**src/rtl/io_stage_params.sv**
```systemverilog
`default_nettype none
// ============================================================================
// io_stage_params
// Shared types and defaults for the IO-stage memory request controller.
// Revision: 1.0
// ============================================================================
package io_stage_params;

    localparam int c_MAX_OUTSTANDING = 2;
    localparam int c_ADDRESS_WIDTH   = 32;
    localparam int c_DATA_WIDTH      = 32;

    typedef enum logic [1:0] {
        MEM_SIZE_BYTE = 2'd0,
        MEM_SIZE_HALF = 2'd1,
        MEM_SIZE_WORD = 2'd2
    } memory_size_t;

    typedef struct packed {
        logic                       write;
        memory_size_t               size;
        logic [c_ADDRESS_WIDTH-1:0] address;
        logic [3:0]                 write_strobe;
        logic [c_DATA_WIDTH-1:0]    write_data;
    } memory_request_t;

endpackage
`default_nettype wire

```
**src/rtl/io_stage_response_tag_fifo.sv**
```systemverilog
`default_nettype none
// ============================================================================
// io_stage_response_tag_fifo
// In-order FIFO of per-transaction tags, popped as responses return.
// Revision: 1.0
// ============================================================================
module io_stage_response_tag_fifo #(
    parameter int DEPTH     = 2,
    parameter int TAG_WIDTH = 1
) (
    input  logic                 clock,
    input  logic                 reset,
    input  logic                 clear,
    input  logic                 push,
    input  logic [TAG_WIDTH-1:0] push_tag,
    input  logic                 pop,
    output logic [TAG_WIDTH-1:0] head_tag
);

    localparam int c_PTR_WIDTH   = (DEPTH > 1) ? $clog2(DEPTH) : 1;
    localparam int c_COUNT_WIDTH = $clog2(DEPTH + 1);
    localparam logic [c_PTR_WIDTH-1:0]   c_LAST_PTR   = c_PTR_WIDTH'(DEPTH - 1);
    localparam logic [c_COUNT_WIDTH-1:0] c_FULL_COUNT = c_COUNT_WIDTH'(DEPTH);

    logic [TAG_WIDTH-1:0]     r_tags [DEPTH];
    logic [c_PTR_WIDTH-1:0]   r_wr_ptr;
    logic [c_PTR_WIDTH-1:0]   r_rd_ptr;
    logic [c_COUNT_WIDTH-1:0] r_count;
    logic                     w_push;
    logic                     w_pop;

    // Pointers wrap explicitly so non-power-of-two depths work.
    function automatic logic [c_PTR_WIDTH-1:0] f_next(input logic [c_PTR_WIDTH-1:0] ptr);
        return (ptr == c_LAST_PTR) ? '0 : ptr + 1'b1;
    endfunction

    assign w_push   = push && (r_count != c_FULL_COUNT);
    assign w_pop    = pop && (r_count != '0);
    assign head_tag = (r_count != '0) ? r_tags[r_rd_ptr] : '0;

    always_ff @(posedge clock or posedge reset) begin
        if (reset) begin
            for (int i = 0; i < DEPTH; i++) begin
                r_tags[i] <= '0;
            end
            r_wr_ptr <= '0;
            r_rd_ptr <= '0;
            r_count  <= '0;
        end else if (clear) begin
            r_wr_ptr <= '0;
            r_rd_ptr <= '0;
            r_count  <= '0;
        end else begin
            if (w_push) begin
                r_tags[r_wr_ptr] <= push_tag;
                r_wr_ptr         <= f_next(r_wr_ptr);
            end
            if (w_pop) begin
                r_rd_ptr <= f_next(r_rd_ptr);
            end
            r_count <= r_count + c_COUNT_WIDTH'(w_push) - c_COUNT_WIDTH'(w_pop);
        end
    end

endmodule
`default_nettype wire

```
**src/rtl/io_stage_memory_request_controller.sv**
```systemverilog
`default_nettype none
// ============================================================================
// io_stage_memory_request_controller
// Issues IO-stage loads/stores on the data bus and returns in-order responses.
// Revision: 1.0
// ============================================================================
module io_stage_memory_request_controller
    import io_stage_params::*;
#(
    parameter int MAX_OUTSTANDING = c_MAX_OUTSTANDING,
    parameter int ADDRESS_WIDTH   = c_ADDRESS_WIDTH,
    parameter int DATA_WIDTH      = c_DATA_WIDTH
) (
    input  logic                     clock,
    input  logic                     reset,
    input  logic                     issue_valid,
    input  logic                     issue_write,
    input  logic [1:0]               issue_size,
    input  logic [ADDRESS_WIDTH-1:0] issue_address,
    input  logic [3:0]               issue_write_strobe,
    input  logic [DATA_WIDTH-1:0]    issue_write_data,
    output logic                     issue_ready,
    input  logic                     flush,
    output logic                     data_request,
    output logic                     data_write,
    output logic [1:0]               data_size,
    output logic [ADDRESS_WIDTH-1:0] data_address,
    output logic [3:0]               data_write_strobe,
    output logic [DATA_WIDTH-1:0]    data_write_data,
    input  logic                     data_address_ok,
    input  logic                     data_data_ok,
    input  logic [DATA_WIDTH-1:0]    data_read_data,
    output logic                     response_valid,
    output logic                     response_write,
    output logic [DATA_WIDTH-1:0]    response_data,
    input  logic                     response_ready,
    output logic                     busy
);

    localparam int c_COUNT_WIDTH = $clog2(MAX_OUTSTANDING + 1);
    localparam int c_OCC_WIDTH   = c_COUNT_WIDTH + 1;
    localparam logic [c_OCC_WIDTH-1:0] c_OCC_LIMIT = c_OCC_WIDTH'(MAX_OUTSTANDING);

    memory_request_t          r_issue_req;
    logic                     r_issue_held;
    logic                     r_issue_cancelled;
    logic [c_COUNT_WIDTH-1:0] r_pending_count;
    logic [c_COUNT_WIDTH-1:0] r_cancel_count;
    logic                     r_buf_full;
    logic                     r_buf_write;
    logic [DATA_WIDTH-1:0]    r_buf_data;

    logic                     w_addr_hs;
    logic                     w_issue_fire;
    logic                     w_drop;
    logic                     w_fwd;
    logic                     w_tag_head;
    logic [c_OCC_WIDTH-1:0]   w_occupancy;

    assign w_addr_hs = r_issue_held && data_address_ok;
    assign w_drop    = data_data_ok && (r_cancel_count != '0);
    assign w_fwd     = data_data_ok && !w_drop;

    // The held request counts against the limit even while it hands off,
    // so a same-cycle refill only happens when a slot is genuinely free.
    assign w_occupancy  = c_OCC_WIDTH'(r_pending_count) + c_OCC_WIDTH'(r_buf_full)
                        + c_OCC_WIDTH'(r_issue_held);
    assign issue_ready  = !reset && (!r_issue_held || w_addr_hs) && !flush
                        && (w_occupancy < c_OCC_LIMIT);
    assign w_issue_fire = issue_valid && issue_ready;

    assign data_request      = r_issue_held;
    assign data_write        = r_issue_req.write;
    assign data_size         = r_issue_req.size;
    assign data_address      = r_issue_req.address;
    assign data_write_strobe = r_issue_req.write_strobe;
    assign data_write_data   = r_issue_req.write_data;

    assign busy = r_issue_held || (r_pending_count != '0) || r_buf_full
               || (r_cancel_count != '0);

    always_comb begin
        response_valid = r_buf_full || w_fwd;
        response_write = 1'b0;
        response_data  = '0;
        if (r_buf_full) begin
            response_write = r_buf_write;
            response_data  = r_buf_data;
        end else if (w_fwd) begin
            response_write = w_tag_head;
            response_data  = data_read_data;
        end
    end

    always_ff @(posedge clock or posedge reset) begin
        if (reset) begin
            r_issue_held      <= 1'b0;
            r_issue_cancelled <= 1'b0;
            r_issue_req       <= '0;
        end else if (w_issue_fire) begin
            r_issue_held      <= 1'b1;
            r_issue_cancelled <= 1'b0;
            r_issue_req       <= '{write:        issue_write,
                                   size:         memory_size_t'(issue_size),
                                   address:      issue_address,
                                   write_strobe: issue_write_strobe,
                                   write_data:   issue_write_data};
        end else if (w_addr_hs) begin
            r_issue_held      <= 1'b0;
            r_issue_cancelled <= 1'b0;
        end else if (flush && r_issue_held) begin
            // A raised request stays on the bus; only its response is doomed.
            r_issue_cancelled <= 1'b1;
        end
    end

    always_ff @(posedge clock or posedge reset) begin
        if (reset) begin
            r_pending_count <= '0;
            r_cancel_count  <= '0;
        end else begin
            r_pending_count <= r_pending_count + c_COUNT_WIDTH'(w_addr_hs)
                             - c_COUNT_WIDTH'(data_data_ok);
            if (flush) begin
                r_cancel_count <= r_pending_count + c_COUNT_WIDTH'(w_addr_hs)
                                - c_COUNT_WIDTH'(data_data_ok);
            end else begin
                r_cancel_count <= r_cancel_count
                                + c_COUNT_WIDTH'(w_addr_hs && r_issue_cancelled)
                                - c_COUNT_WIDTH'(w_drop);
            end
        end
    end

    always_ff @(posedge clock or posedge reset) begin
        if (reset) begin
            r_buf_full  <= 1'b0;
            r_buf_write <= 1'b0;
            r_buf_data  <= '0;
        end else if (flush) begin
            r_buf_full <= 1'b0;
        end else if (r_buf_full) begin
            if (response_ready) begin
                r_buf_full  <= w_fwd;
                r_buf_write <= w_tag_head;
                r_buf_data  <= data_read_data;
            end
        end else if (w_fwd && !response_ready) begin
            r_buf_full  <= 1'b1;
            r_buf_write <= w_tag_head;
            r_buf_data  <= data_read_data;
        end
    end

    // Only live transactions are tagged; cancelled ones are tracked by count.
    io_stage_response_tag_fifo #(
        .DEPTH     (MAX_OUTSTANDING),
        .TAG_WIDTH (1)
    ) u_tag_fifo (
        .clock    (clock),
        .reset    (reset),
        .clear    (flush),
        .push     (w_addr_hs && !r_issue_cancelled),
        .push_tag (r_issue_req.write),
        .pop      (w_fwd),
        .head_tag (w_tag_head)
    );

endmodule
`default_nettype wire

```
**config.mk**
```make
export PLATFORM = sky130hd
export DESIGN_NAME = io_stage_memory_request_controller
export DESIGN_NICKNAME = d
export VERILOG_FILES = /design/src/rtl/io_stage_params.sv /design/src/rtl/io_stage_response_tag_fifo.sv /design/src/rtl/io_stage_memory_request_controller.sv
export SDC_FILE = /design/constraint.sdc
export NUM_CORES = 1
export LEC_CHECK = 0
export ABC_AREA = 1
export BUFFER_PORTS_ARGS = -buffer_cell sky130_fd_sc_hd__buf_2
export CAP_MARGIN = 15
export CORE_ASPECT_RATIO = 1.4
export CORE_UTILIZATION = 54
export CTS_BUF_LIST = sky130_fd_sc_hd__clkbuf_8
export CTS_CLUSTER_DIAMETER = 120
export DETAILED_ROUTE_END_ITERATION = 10
export PLACE_DENSITY = 0.95
export REMOVE_ABC_BUFFERS = 1
export SYNTH_ARGS = -nofsm -noshare
export SYNTH_HDL_FRONTEND = slang
export SYNTH_SLANG_ARGS = --single-unit
```
**constraint.sdc**
```tcl
create_clock -name clock -period 8.6 [get_ports clock]
set_input_delay 0 -clock clock [delete_from_list [all_inputs] [get_ports clock]]
set_output_delay 0 -clock clock [all_outputs]
set_load 0.05 [all_outputs]
```
Word-level counts from Yosys, hierarchy flattened --
Cells that the tools add are included.
Word-level totals: flip-flop bits (word level) 117, bits of input ports 110, word-level logic and storage cells 105
Operators by class: $add $sub $neg 10, $lt $le $gt $ge 4, equal/unequal tests 2, multiplexer cells 34, bitwise gates (word level) 3, reductions and logical operators 35
Operators with widths (count):
- $mux W32 | 5
- $mux W1 | 25
- $logic_and A1 B1 Y1 | 14
- $reduce_bool A2 Y1 | 7
- $add A2 B1 Y2 | 3
- $logic_not A1 Y1 | 6
- $sub A2 B1 Y2 | 3
- $logic_or A1 B1 Y1 | 5
- $ge A2 B2 Y1 const B | 2
- $mux W2 | 2
- $ne A2 B2 Y1 const B | 2
- $not A1 Y2 | 2
- $add A2 B1 Y3 | 1
- $add A3 B1 Y3 | 1
- $lt A3 B2 Y1 const B | 1
- $reduce_and A3 Y1 | 1
- $reduce_bool A3 Y1 | 1
- $add A1 B1 Y1 const B | 2
- $bwmux W2 | 1
- $lt A2 B1 Y1 const B | 1
- $reduce_and A2 Y1 | 1
- $demux W1 S1 | 1
- $not A1 Y1 | 1

Logic depth before layout (Yosys ltp) --
depth after elaboration 8, gate-level depth with buffers 11, mapped depth without buffers 11

Cells and area by module --
Synthesis repeated with hierarchy kept, for this count alone.
Unflattened totals: cells, all modules 672, area, all modules 5436.5 um2
By module, submodules not included:
- io_stage_memory_request_controller | times used 1, cells an instance 627, area each 5101.1 um2
- io_stage_response_tag_fifo | times used 1, cells an instance 45, area each 335.3 um2

Worst setup path after synthesis --
No wires, ideal clock.
path type register to register, start point reg r_issue_held (netlist: data_request), end point reg r_issue_cancelled, setup time 0.133 ns, arrival time 1.707 ns, data required time 8.467 ns, slack 6.760 ns, stages on the path, launching flop included 8, buffers on the path 2, cells stage by stage dfrtp_1 ha_1 nand2_1 nand2_1 nor2_4 buf_6 buf_8 a21oi_1
On the way: cells in the longest elaborated chain, start to end 7, elaborated cells on any way between the ends 13, classes of those cells add/sub: 1; order compare: 1; mux: 2; reduce/logical: 9
Ends and longest elaborated chain:
- start, declared | line io_stage_memory_request_controller.sv:45 | logic r_issue_held;
- start signal, assigned | line io_stage_memory_request_controller.sv:97 | r_issue_held <= 1'b0;
- start signal, assigned | line io_stage_memory_request_controller.sv:101 | r_issue_held <= 1'b1;
- start signal, assigned | line io_stage_memory_request_controller.sv:109 | r_issue_held <= 1'b0;
- branches (longest 4 deep; another with $add A3 B1 Y3)
- $logic_and A1 B1 Y1 * | line io_stage_memory_request_controller.sv:69 | && (w_occupancy < c_OCC_LIMIT);
- named net issue_ready | line io_stage_memory_request_controller.sv:22 | output logic issue_ready,
- $logic_and A1 B1 Y1 * | line io_stage_memory_request_controller.sv:70 | assign w_issue_fire = issue_valid && issue_ready;
- $reduce_bool A3 Y1 (no line) / $mux W1 (equally long branches)
- end signal, assigned | line io_stage_memory_request_controller.sv:98 | r_issue_cancelled <= 1'b0;
- end signal, assigned | line io_stage_memory_request_controller.sv:102 | r_issue_cancelled <= 1'b0;
- end signal, assigned | line io_stage_memory_request_controller.sv:110 | r_issue_cancelled <= 1'b0;
- end, declared | line io_stage_memory_request_controller.sv:46 | logic r_issue_cancelled;
Mark *: on every way through the listed nets, which the timed path passes. A chain may end at the register's enable or synchronous reset.

Worst setup path after layout --
start point reg r_buf_full, end point reg r_issue_req, in the netlist data_write_data[20]
On the way: cells in the longest elaborated chain, start to end 5
Ends and longest elaborated chain:
- start, declared | line io_stage_memory_request_controller.sv:49 | logic r_buf_full;
- start signal, assigned | line io_stage_memory_request_controller.sv:144 | r_buf_full <= w_fwd;
- $add A2 B1 Y3 | line io_stage_memory_request_controller.sv:66 | assign w_occupancy = c_OCC_WIDTH'(r_pending_count) + c_OCC_WIDTH'(r_buf_full)
- $add A3 B1 Y3 | line io_stage_memory_request_controller.sv:67 | + c_OCC_WIDTH'(r_issue_held);
- $lt A3 B2 Y1 | line io_stage_memory_request_controller.sv:69
- $logic_and A1 B1 Y1 | line io_stage_memory_request_controller.sv:69
- $logic_and A1 B1 Y1 | line io_stage_memory_request_controller.sv:70
- end signal, assigned | line io_stage_memory_request_controller.sv:103 | r_issue_req <= '{write: issue_write,
- end, declared | line io_stage_memory_request_controller.sv:44 | memory_request_t r_issue_req;
No other way between the ends.

==> out/qor.yml <==
final-max-slew-violation-count: 0
gp_congestion: 0.781
ff2ff_path_depth: 8
first_pass_iters: 6
die_h_um: 121
rows: 43
syn-instance-count: 671
fmax_mhz: 322
hold_viol_final: 0
crit_path_start_kind: "register"
critPathBufInv: 2
crit_type: "reg -> reg"
yosysWarnings: 0
ys_ff_latch: 117
whs_ps: 64.1
peakVddDrop_v: 0.000282
hold_class: "in -> reg"
wl_met3_um: 1640
areaGrowthSynthToFinish_pct: 47.0
mostFrequentLayoutCells: "342 x nand2_1, 217 x buf_2, 117 x dfrtp_1, 107 x dlygate4sd3_1, 93 x nand3_1"
wl_um: 18500
fin_tns_setup_ps: 0
drc_errors: 0
initial_core_util_pct: 55.4
slew_headroom_pct: 23.2
place.detailed.instances: 987
grt_max_degree: 75
crit_cells: 8
p_total_mw: 2.95
cp-end-kind: "register"
core_sq_um: 9900
num_io_pins: 218
post-cts-setup-buffers: 0
status: "completed"
wl_met1_um: 6550
crit_family: "flip-flops"
clock_latency_ps: 430
worstMarginPinSlew_ps: 1150
setup_viol: 0
first_iter_violations: 447
antenna_found_initial: 0
cpMostUsedCell: "nand2_1"
die_w_um: 87.2
drv_cap: 0
vias_per_cell: 5.32
fin_nets: 1096
period_minus_slack_ps: 3110
power_density_nw_per_um2: 366
cts_tree: "done"
portBuffers: 217
drive_above_1_share_pct: 28.3
hold_buffers: 107
vias: 5997
worstPathArrival_ps: 3460
hpwl_um: 8940
ctsResizeCount: 0
wl_met2_um: 9410
nFillCells: 505
synth_cell_type_count: 24
max-clock-path-buffers: 2
die-area_sq_um: 10600
cts_sinks: 117
drt.antenna.violating_nets: 0
ctsHtreeMaxLevel: 4
grt_pass1_vias: 6040
netlist_area_sq_um: 5490
p_leak_nw: 4.59
cp_cell_sequence: "nand2_1, nand2_1, nor2_4, buf_4, nand2_2, buf_4, nand2_1, nand2_1"
grt.total_usage_pct: 35.6
routedWlPerCell_um: 16.4
highest_layer: "met4"
path_clk_slew_ps: 70
rsz0062_at_grt: "no"
min_path_cells: 3
numCtsBuffers: 17
fin_cells: 1127
fin_crit_sh_pct: 36.1
cts_root_buf: "clkbuf_8"
cp.required_ps: 8960
overflow: 0
crit_path_top_delay_cell: "dfrtp_1"
cp_max_fo: 74
post-place-ws_ps: 5670
grt_pass1_wl_um: 28500
setup_ws_ps: 5490
fin_skew_ps: 17.2
yosysSeqAreaShare_pct: 53.3
max_stage_delay_ps: 1110
diodes: 0
syn_area_per_cell_sq_um: 8.18
layout_commonest_cell: "nand2_1"
-- synth_stat cells (all sizes together) --
library cell / instances / area [sq um]
o21ai: 1 / 5.00
nand4: 4 / 25.0
ha: 7 / 87.6
nand2: 346 / 1310
and2: 1 / 6.26
nor2: 18 / 90.1
dfrtp: 117 / 2930
xor2: 1 / 8.76
a21oi: 2 / 10.0
nand3: 111 / 646
nor3: 1 / 5.00
inv: 20 / 75.1
nand3b: 2 / 15.0
clkbuf: 10 / 37.5
buf: 30 / 236
-- final timing paths --
| path | endpoint | startpoint | slack, ps |
|---|---|---|---|
| hold / removal | data_request | issue_valid | 60 |
| hold reg to reg | data_address[1] | data_address[1] | 470 |
| setup / recovery | data_write_data[20] | r_buf_full | 5490 |
| setup reg to reg | data_write_data[20] | r_buf_full | 5490 |
| max in group asynchronous | data_write_data[24] | reset | 7140 |
| min in group asynchronous | data_address[18] | reset | 320 |
-- sequential cells by signal, summed over array words and instances (netlist names), 2 cells and up --
register and flops:
r_buf_data 32, u_tag_fifo.r_tags 2, r_cancel_count 2, r_pending_count 2, u_tag_fifo.r_count 2, data_write_data 32
data_address 32, data_write_strobe 4, data_size 2
-- worst reg2reg max path, stage by stage (launching register included) --
cell	delay (ps)
dfrtp_1	1110
nand2_1	100
nand2_1	160
nor2_4	50
buf_4	360
nand2_2	370
buf_4	550
nand2_1	230
nand2_1	120
-- final cells by class --
| class | count | area, sq um | share of cell area (%) |
|---|---|---|---|
| clock buffer | 18 | 248 | 3.07 |
| inverter | 20 | 77.6 | 0.961 |
| multi-input combinational | 494 | 2210 | 27.4 |
| timing repair buffer | 329 | 2200 | 27.3 |
| clock inverter | 14 | 234 | 2.90 |
| tap | 135 | 169 | 2.09 |
| sequential | 117 | 2930 | 36.3 |
-- per-stage QoR --
stage | cell area [sq um] | utilization (%)
final | 8070 | 81.5
after global placement | 6500 | 65.7
after floorplan | 5220 | -
after CTS | 8060 | 81.4
after global routing | 8070 | 81.5
after detailed placement | 6500 | 65.7
-- routing by layer --
metal	GRT usage (%)	vias up
met3	8.30	94
li1	-	2726
met4	22.4	0
met2	61.4	442
met1	38.9	2735
met5	0	-
-- cell families after synthesis --
logic type      share of synthesized area [%]
simple gates                             38.3
compound gates                          0.273
flops                                    53.3
xor+xnor                                0.160
buf+inv                                  6.36
fa+ha+maj                                1.60
-- power by group --
group,total (mW),internal (mW),switching [mW]
Sequential,0.953,0.787,0.166
Combinational,1.39,0.313,1.08
Clock,0.610,0.381,0.230
Power figures use the tool's default switching activity.
